`src/rtl/md_pkg.sv`:
```
// Shared definitions for the HI/LO multiply/divide controller: op bit positions,
// FSM state encoding and the default divider iteration count.
package md_pkg;

   localparam int MD_MULT  = 0;
   localparam int MD_MULTU = 1;
   localparam int MD_DIV   = 2;
   localparam int MD_DIVU  = 3;
   localparam int MD_MFHI  = 4;
   localparam int MD_MFLO  = 5;
   localparam int MD_MTHI  = 6;
   localparam int MD_MTLO  = 7;

   localparam int DIV_ITERS_DEF = 32;

   typedef enum logic [1:0] {
      ST_IDLE = 2'b00,
      ST_MUL  = 2'b01,
      ST_DIV  = 2'b10,
      ST_DONE = 2'b11
   } md_state_e;

endpackage

```
`src/rtl/div_iter.sv`:
```
// Unsigned 32/32 restoring divider, one quotient bit per clock. The quotient/remainder
// outputs are the result of the step in progress, so they are final while last is high.
module div_iter #(
   parameter int ITERS = 32
) (
   input  logic        clk,
   input  logic        rst_n,
   input  logic        start,
   input  logic        clear,
   input  logic [31:0] dividend,
   input  logic [31:0] divisor,
   output logic [31:0] quotient,
   output logic [31:0] remainder,
   output logic        last
);
   localparam int CW = (ITERS > 1) ? $clog2(ITERS) : 1;

   logic [CW-1:0] cnt_q, cnt_d;
   logic          run_q, run_d;
   logic [31:0]   quo_q, quo_d, rem_q, rem_d, dvs_q, dvs_d;
   logic [32:0]   shifted, diff;
   logic [31:0]   quo_step, rem_step;

   // A set bit 32 of diff means the trial subtraction went negative: restore.
   always_comb begin
      shifted = {rem_q, quo_q[31]};
      diff    = shifted - {1'b0, dvs_q};
      if (diff[32]) begin
         rem_step = shifted[31:0];
         quo_step = {quo_q[30:0], 1'b0};
      end else begin
         rem_step = diff[31:0];
         quo_step = {quo_q[30:0], 1'b1};
      end
   end

   assign last      = run_q && (cnt_q == CW'(ITERS - 1));
   assign quotient  = quo_step;
   assign remainder = rem_step;

   always_comb begin
      cnt_d = cnt_q;
      run_d = run_q;
      quo_d = quo_q;
      rem_d = rem_q;
      dvs_d = dvs_q;
      if (clear) begin
         run_d = 1'b0;
         cnt_d = '0;
      end else if (start) begin
         run_d = 1'b1;
         cnt_d = '0;
         quo_d = dividend;
         rem_d = 32'd0;
         dvs_d = divisor;
      end else if (run_q) begin
         quo_d = quo_step;
         rem_d = rem_step;
         if (last) begin
            run_d = 1'b0;
            cnt_d = '0;
         end else begin
            cnt_d = cnt_q + 1'b1;
         end
      end
   end

   always_ff @(posedge clk or negedge rst_n) begin
      if (!rst_n) begin
         cnt_q <= '0;
         run_q <= 1'b0;
         quo_q <= 32'd0;
         rem_q <= 32'd0;
         dvs_q <= 32'd0;
      end else begin
         cnt_q <= cnt_d;
         run_q <= run_d;
         quo_q <= quo_d;
         rem_q <= rem_d;
         dvs_q <= dvs_d;
      end
   end

endmodule

```
`src/rtl/muldiv_ctrl.sv`:
```
// HI/LO multiply/divide controller for the EXE stage: single-cycle multiply, iterative
// divide, MFHI/MFLO reads, MTHI/MTLO writes and clean abort on flush.
//
// state | meaning
// IDLE  | nothing in flight; MF/MT ops are served here
// MUL   | operands latched, product committed on the next edge
// DIV   | divider iterating, HI/LO written on the final iteration
// DONE  | result committed, ready held high until EXE moves on
module muldiv_ctrl
   import md_pkg::*;
#(
   parameter int DIV_ITERS = DIV_ITERS_DEF
) (
   input  logic        clk,
   input  logic        rst_n,
   input  logic        exe_valid_in,
   input  logic [7:0]  exe_op_in,
   input  logic [31:0] exe_src1_in,
   input  logic [31:0] exe_src2_in,
   input  logic        exe_go_in,
   input  logic        exe_cancel_in,
   output logic        md_ready_out,
   output logic        md_busy_out,
   output logic [31:0] md_rdata_out,
   output logic [31:0] hi_out,
   output logic [31:0] lo_out
);
   md_state_e   state_q, state_d;
   logic        sgn_q, sgn_d;
   logic [31:0] src1_q, src1_d, src2_q, src2_d;
   logic [31:0] hi_q, hi_d, lo_q, lo_d;
   logic        start_ok, is_mul_op, div_start, div_last;
   logic [31:0] div_dividend, div_divisor, div_quo, div_rem;
   logic [31:0] quo_fix, rem_fix;
   logic [63:0] mul_a, mul_b, product;

   assign start_ok  = exe_valid_in && (exe_op_in[3:0] != 4'b0) && !exe_cancel_in;
   assign is_mul_op = exe_op_in[MD_MULT] | exe_op_in[MD_MULTU];

   // The divider loads magnitudes straight from the EXE operands on the start edge.
   assign div_dividend = (exe_op_in[MD_DIV] && exe_src1_in[31]) ? (32'd0 - exe_src1_in)
                                                                 : exe_src1_in;
   assign div_divisor  = (exe_op_in[MD_DIV] && exe_src2_in[31]) ? (32'd0 - exe_src2_in)
                                                                 : exe_src2_in;

   div_iter #(.ITERS(DIV_ITERS)) u_div_iter (
      .clk       (clk),
      .rst_n     (rst_n),
      .start     (div_start),
      .clear     (exe_cancel_in),
      .dividend  (div_dividend),
      .divisor   (div_divisor),
      .quotient  (div_quo),
      .remainder (div_rem),
      .last      (div_last)
   );

   always_comb begin
      quo_fix = div_quo;
      rem_fix = div_rem;
      if (src2_q == 32'd0) begin
         quo_fix = 32'hFFFF_FFFF;
         rem_fix = src1_q;
      end else if (sgn_q) begin
         if (src1_q[31] ^ src2_q[31]) quo_fix = 32'd0 - div_quo;
         if (src1_q[31])              rem_fix = 32'd0 - div_rem;
      end
   end

   // Sign- or zero-extend to 64 bits so one multiplier covers MULT and MULTU.
   assign mul_a   = {{32{sgn_q & src1_q[31]}}, src1_q};
   assign mul_b   = {{32{sgn_q & src2_q[31]}}, src2_q};
   assign product = mul_a * mul_b;

   always_comb begin
      state_d   = state_q;
      sgn_d     = sgn_q;
      src1_d    = src1_q;
      src2_d    = src2_q;
      hi_d      = hi_q;
      lo_d      = lo_q;
      div_start = 1'b0;

      if (exe_valid_in && exe_go_in && !exe_cancel_in) begin
         if (exe_op_in[MD_MTHI]) hi_d = exe_src1_in;
         if (exe_op_in[MD_MTLO]) lo_d = exe_src1_in;
      end

      case (state_q)
         ST_IDLE: begin
            if (start_ok) begin
               src1_d = exe_src1_in;
               src2_d = exe_src2_in;
               sgn_d  = exe_op_in[MD_MULT] | exe_op_in[MD_DIV];
               if (is_mul_op) begin
                  state_d = ST_MUL;
               end else begin
                  state_d   = ST_DIV;
                  div_start = 1'b1;
               end
            end
         end
         ST_MUL: begin
            if (exe_cancel_in) begin
               state_d = ST_IDLE;
            end else begin
               hi_d    = product[63:32];
               lo_d    = product[31:0];
               state_d = ST_DONE;
            end
         end
         ST_DIV: begin
            if (exe_cancel_in) begin
               state_d = ST_IDLE;
            end else if (div_last) begin
               hi_d    = rem_fix;
               lo_d    = quo_fix;
               state_d = ST_DONE;
            end
         end
         ST_DONE: begin
            if (exe_go_in || exe_cancel_in) state_d = ST_IDLE;
         end
         default: state_d = ST_IDLE;
      endcase
   end

   always_ff @(posedge clk or negedge rst_n) begin
      if (!rst_n) begin
         state_q <= ST_IDLE;
         sgn_q   <= 1'b0;
         src1_q  <= 32'd0;
         src2_q  <= 32'd0;
         hi_q    <= 32'd0;
         lo_q    <= 32'd0;
      end else begin
         state_q <= state_d;
         sgn_q   <= sgn_d;
         src1_q  <= src1_d;
         src2_q  <= src2_d;
         hi_q    <= hi_d;
         lo_q    <= lo_d;
      end
   end

   assign md_ready_out = !exe_valid_in || (state_q == ST_DONE) ||
                         ((state_q == ST_IDLE) && (exe_op_in[3:0] == 4'b0));
   assign md_busy_out  = (state_q != ST_IDLE);
   assign hi_out       = hi_q;
   assign lo_out       = lo_q;

   always_comb begin
      md_rdata_out = 32'd0;
      if (exe_valid_in && exe_op_in[MD_MFHI])      md_rdata_out = hi_q;
      else if (exe_valid_in && exe_op_in[MD_MFLO]) md_rdata_out = lo_q;
   end

endmodule

```
`config.mk`:
```
export PLATFORM = sky130hd
export DESIGN_NAME = muldiv_ctrl
export DESIGN_NICKNAME = d
export VERILOG_FILES = /design/src/rtl/md_pkg.sv /design/src/rtl/div_iter.sv /design/src/rtl/muldiv_ctrl.sv
export SDC_FILE = /design/constraint.sdc
export NUM_CORES = 2
export LEC_CHECK = 0
export BUFFER_PORTS_ARGS = -buffer_cell sky130_fd_sc_hd__clkbuf_2
export CORE_MARGIN = 2
export CORE_UTILIZATION = 48
export DETAILED_ROUTE_END_ITERATION = 16
export SLEW_MARGIN = 0
export SYNTH_ARGS = -nofsm -noshare
export SYNTH_HDL_FRONTEND = slang
export SYNTH_SLANG_ARGS = --single-unit
```
`constraint.sdc`:
```
create_clock -name clk -period 14.15 [get_ports clk]
set_input_delay 2.83 -clock clk [delete_from_list [all_inputs] [get_ports clk]]
set_output_delay 2.83 -clock clk [all_outputs]
set_load 0.05 [all_outputs]
```
* Word-level counts from Yosys, hierarchy flattened
Index checks and enable logic that the tools add are counted.
Storage, ports and cells: memories 0, bits in writable memories 0, latch bits 0, input port bits 77, logic and storage cells 103, output and inout bits 98, bits in registers 233, memory bits (read-only) 0
Operators by class: muxes and demuxes 46, shifts and indexed selects 0, add/sub/neg operators 6, equality and inequality tests 7, bitwise logic cells 6, reduce and logical (&&, ||, !) cells 26, multiply operators 1, divide/modulo/power cells 0, magnitude comparators 0
Operators by type and width (number):
- $mux W32 | 25
- $pmux W32 S2 | 2
- $sub A1 B32 Y32 const A | 4
- $mul A33 B33 Y64 | 1
- $sub A33 B32 Y33 | 1
- $logic_not A32 Y1 | 1
- $mux W5 | 4
- $mux W2 | 6
- $logic_and A1 B1 Y1 | 10
- $mux W1 | 8
- $pmux W2 S4 | 1
- $reduce_and A2 Y1 | 3
- $add A5 B1 Y5 const B | 1
- $eq A5 B5 Y1 const B | 1
- $eq A2 B2 Y1 const B | 2
- $logic_not A4 Y1 | 1
- $ne A2 B2 Y1 const B | 2
- $reduce_bool A2 Y1 | 2
- $reduce_bool A4 Y1 | 1
- $logic_or A1 B1 Y1 | 3
- $ne A3 B3 Y1 const B | 1
- $reduce_and A3 Y1 | 1
- $reduce_bool A3 Y1 | 1
- $and A1 B1 Y1 | 2
- 6 further kinds | 8

* Depth between registers and ports, before layout
depth after elaboration 9, gate-level depth with buffers 34, mapped depth without buffers 30

* Modules after synthesis
Synthesis repeated with hierarchy kept, for this count alone.
Second synthesis, totals: cells, all modules 6232, area, all modules 55045.3 µm²
Modules (own cells, without submodules):
- muldiv_ctrl | times used 1, area each 48172.5 µm², cells an instance 5435, seq. area each 3278.1 µm²
- div_iter | times used 1, area each 6872.8 µm², cells an instance 797, seq. area each 2552.4 µm²

* Worst setup path before layout
Ideal clock, no wire load.
path kind register to register, start reg src1_q[31], end reg hi_q[30], in the netlist hi_out[30], buffers on the path 5, period minus slack after synthesis 8.670 ns, data arrival time 8.538 ns, cell stages (with the launch flop) 34, setup slack 5.480 ns, required time 14.018 ns, setup time 0.132 ns, path through dfrtp_1 buf_6 and2_1 buf_6 buf_6 clkbuf_1 nand2_1 inv_1 fa_1 fa_1 fa_1 inv_1 fa_1 inv_1 fa_1 fa_1 fa_1 inv_1 fa_1 inv_1 ha_1 clkbuf_1 and3_1 a31o_2 a221oi_1 o21ai_0 a221oi_1 o31ai_1 a311o_1 a31oi_1 o21ai_1 a221oi_1 xor2_1 o211ai_1
On the way: word-level cells in the longest chain between the ends 6, elaborated cells on any way between the ends 9, classes of those cells mul: 1; mux: 7; bitwise: 1
Ends and longest elaborated chain:
- start: declaration | line muldiv_ctrl.sv:30 | logic [31:0] src1_q, src1_d, src2_q, src2_d;
- start signal: assignment | line muldiv_ctrl.sv:139 | src1_q <= src1_d;
- parallel branches: the longest is 5 deep, another holds $mul A33 B33 Y64
- $pmux W32 S2 (*) | line muldiv_ctrl.sv:89 | case (state_q)
- via hi_d[30] | line muldiv_ctrl.sv:31 | logic [31:0] hi_q, hi_d, lo_q, lo_d;
- end signal: assignment | line muldiv_ctrl.sv:141 | hi_q <= hi_d;
- end: declaration | line muldiv_ctrl.sv:31
Mark *: on every way through the listed nets, which the timed path passes. A chain may end at the register's enable or synchronous reset.

* Final worst setup path
start reg sgn_q, end reg hi_q[30], in the netlist hi_out[30]
On the way: word-level cells in the longest chain between the ends 5, elaborated cells on any way between the ends 9, classes of those cells mul: 1; mux: 6; bitwise: 2
Ends and longest elaborated chain:
- start: declaration | line muldiv_ctrl.sv:29 | logic sgn_q, sgn_d;
- start signal: assignment | line muldiv_ctrl.sv:138 | sgn_q <= sgn_d;
- parallel branches: the longest is 4 deep, another holds $mul A33 B33 Y64
- $pmux W32 S2 (*) | line muldiv_ctrl.sv:89
- via hi_d[30] | line muldiv_ctrl.sv:31
Marks and branches as above.

==> impl_metrics.ini <==
[sta]
tightest_slew_ns = 1.18
fin_skew_ns = 0.0368
fin_crit_ns = 9.55
fmax_mhz = 105
rsz0062_at_grt = false
finalSetupTns_ns = 0
finalSetupViolations = 0
final_max_slew_viol_count = 0
whs_ns = 0.476
max_slew_margin = 0.210
final-hold-violation-count = 0
period_share = 0.675

[final_layout]
syn2layout_area_growth_pct = 5.30
fin_nets = 7552
fill_cells = 10900
drive_above_1_share = 0.0716
register_area_sq_um = 5830
multi_input_area_sq_um = 42800

[cts]
cts.sinks = 233
postCtsSetupRepairBufs = 0
cts_resized = 0
htree_levels = 1
cts_made_buffers = 29
root_buffer = clkbuf_16
cts.path.max_buffers = 3
clk_latency_ns = 0.59
clk_pin_slew_worst_paths_ns = 0.06
cts_tree = done
ctsHoldBuffers = 0

[die]
die_w_um = 341
ioPinCount = 175
core_sq_um = 113000
initial_core_util = 0.485
rows = 123
die_h_um = 341
die_area_sq_um = 116000

[routing]
first_pass_iters = 6
drtIter0Drc = 3224
vias = 43200
ant_nets = 0
routedWlPerCell_um = 22.8
via_per_inst = 5.66
wirelength_um = 173000
drc_errors = 0

[global_routing]
gr-total-overflow = 0
antenna_found_initial = 18
grt_max_degree = 108
grt_pass1_wl_um = 274000
grt_pass1_vias = 45900
track_usage = 0.307

[outcome]
status = complete, no violations

[logic_synthesis]
yosys_most_used_dff = dfrtp_1
ys_ff_latch = 233
yosysSeqAreaShare = 0.107
synth_edf_count = 0
avgSynthCellArea_sq_um = 8.82
ys_warn_count = 0
synth_cell_types = 102
syn-cell-area_sq_um = 54600
async_flop_share = 1.00
synthCells = 6189
synth_nets = 7647

[worst_hold_path]
worstHoldPathType = flop to flop
holdCritStartpoint = u_div_iter.dvs_q[15]

[critical_path]
r2r_setup_slack_ns = 4.60
crit_top_cell = fa_1
cpMaxStageDelayCell = fa_1
worstSetupStartpointType = flop
end_kind = flop
path_class = flop to flop
cp_max_fo = 27
worstReg2RegStart = sgn_q
slowest_delay_ns = 0.85
required_ns = 14.57
cp-startpoint = sgn_q
cp.arrival_ns = 9.97

[place]
gp_congestion = 0.949
port_buffers = 174
place_hpwl_um = 134000

[job]
maxCapViolations = 0
-- path summary, 6_finish.rpt --
| path | to | cells after the start |
|---|---|---|
| hold / removal | u_div_iter.dvs_q[15] | 2 |
| min in group asynchronous | lo_out[21] | 1 |
| max in group asynchronous | src1_q[28] | 3 |
| hold reg to reg | u_div_iter.dvs_q[15] | 2 |
| setup reg to reg | hi_out[30] | 29 |
| setup / recovery | hi_out[30] | 29 |
-- sequential cells by signal, indices dropped and copies added (netlist names) --
signal and flops:
hi_out 32, lo_out 32, sgn_q 1, src1_q 32, src2_q 32, state_q 2, u_div_iter.cnt_q 5, u_div_iter.dvs_q 32
u_div_iter.quo_q 32, u_div_iter.rem_q 32, u_div_iter.run_q 1
-- logic make-up after synthesis --
group | share of synthesized area
AO/OA/AOI/OAI | 0.101
AND/OR/NAND/NOR | 0.152
buffers and inverters | 0.110
XOR/XNOR | 0.0340
flip-flops | 0.107
adder cells (fa/ha/maj) | 0.471
multiplexers | 0.0253
-- cell type report --
type / count / share of cell area
multi-input combinational: 4378 / 0.744
sequential: 233 / 0.101
inverter: 1185 / 0.0774
tap: 1500 / 0.0326
timing repair buffer: 267 / 0.0275
clock buffer: 43 / 0.0146
clock inverter: 9 / 0.00174
antenna: 6 / 0.000261
-- layer usage --
layer,share of wire,track usage,up-vias
met5,0.00045,0,-
met4,0.053,0.133,12
met3,0.063,0.0427,395
met2,0.49,0.521,1501
met1,0.40,0.392,22400
li1,-,-,18800
-- worst max-delay path, delay by kind of cell, from the launching register on --
| family | cells | cell delay [ns] |
|---|---|---|
| adders and majority gates | 9 | 4.67 |
| buffers and inverters | 9 | 1.80 |
| AOI/OAI and AO/OA | 7 | 1.73 |
| and+or+nand+nor | 3 | 0.65 |
| DFF | 1 | 0.33 |
| xor gates and xnor gates | 1 | 0.20 |
-- Yosys cell counts (all sizes together) (58+ instances only) --
library cell	number	area, sq um
inv	1185	4450
nand2	998	3750
clkbuf	369	1400
xor2	92	806
and2	363	2270
o21ai	251	1260
xnor2	120	1050
ha	255	3190
fa	1126	22500
a21oi	215	1090
mux2i	58	581
nor2	197	749
mux2	71	800
dfrtp	233	5830
-- metrics by stage --
| step | setup WS (ns) | cells | area, sq um | util |
|---|---|---|---|---|
| after floorplan | 5.48 | 6189 | 54600 | - |
| after global placement | 4.89 | 7563 | 56500 | 0.502 |
| after detailed placement | 4.71 | 7563 | 56500 | 0.502 |
| after CTS | 4.69 | 7615 | 57500 | 0.510 |
| after global routing | 4.08 | 7616 | 57500 | 0.510 |
| final | 4.60 | 7621 | 57500 | 0.510 |
-- cell usage in the layout, fill, tap and decap left out, drive strengths merged, types with 7 or more instances in the layout --
cell type / n
nor4: 26
nand2: 998
o22ai: 16
nand4: 17
a21oi: 215
inv: 1185
xnor2: 120
o21a: 14
fa: 1126
a211o: 8
or3: 15
mux2i: 58
nor2: 197
nor2b: 8
or2: 16
mux2: 71
clkbuf: 216
a21o: 55
o21bai: 11
a22o: 43
o221ai: 10
nor3: 39
a31oi: 36
buf: 94
o31ai: 28
o21ai: 251
ha: 255
xor2: 92
a22oi: 35
a21boi: 7
a221oi: 14
or4: 13
nand3: 36
a211oi: 16
nand2b: 21
o211ai: 20
o41ai: 11
dfrtp: 233
and2: 363
and3: 32
Power is left out: the tool's default activity adds up to more than one toggle a clock period on the data nets, which glitch-free logic cannot reach.
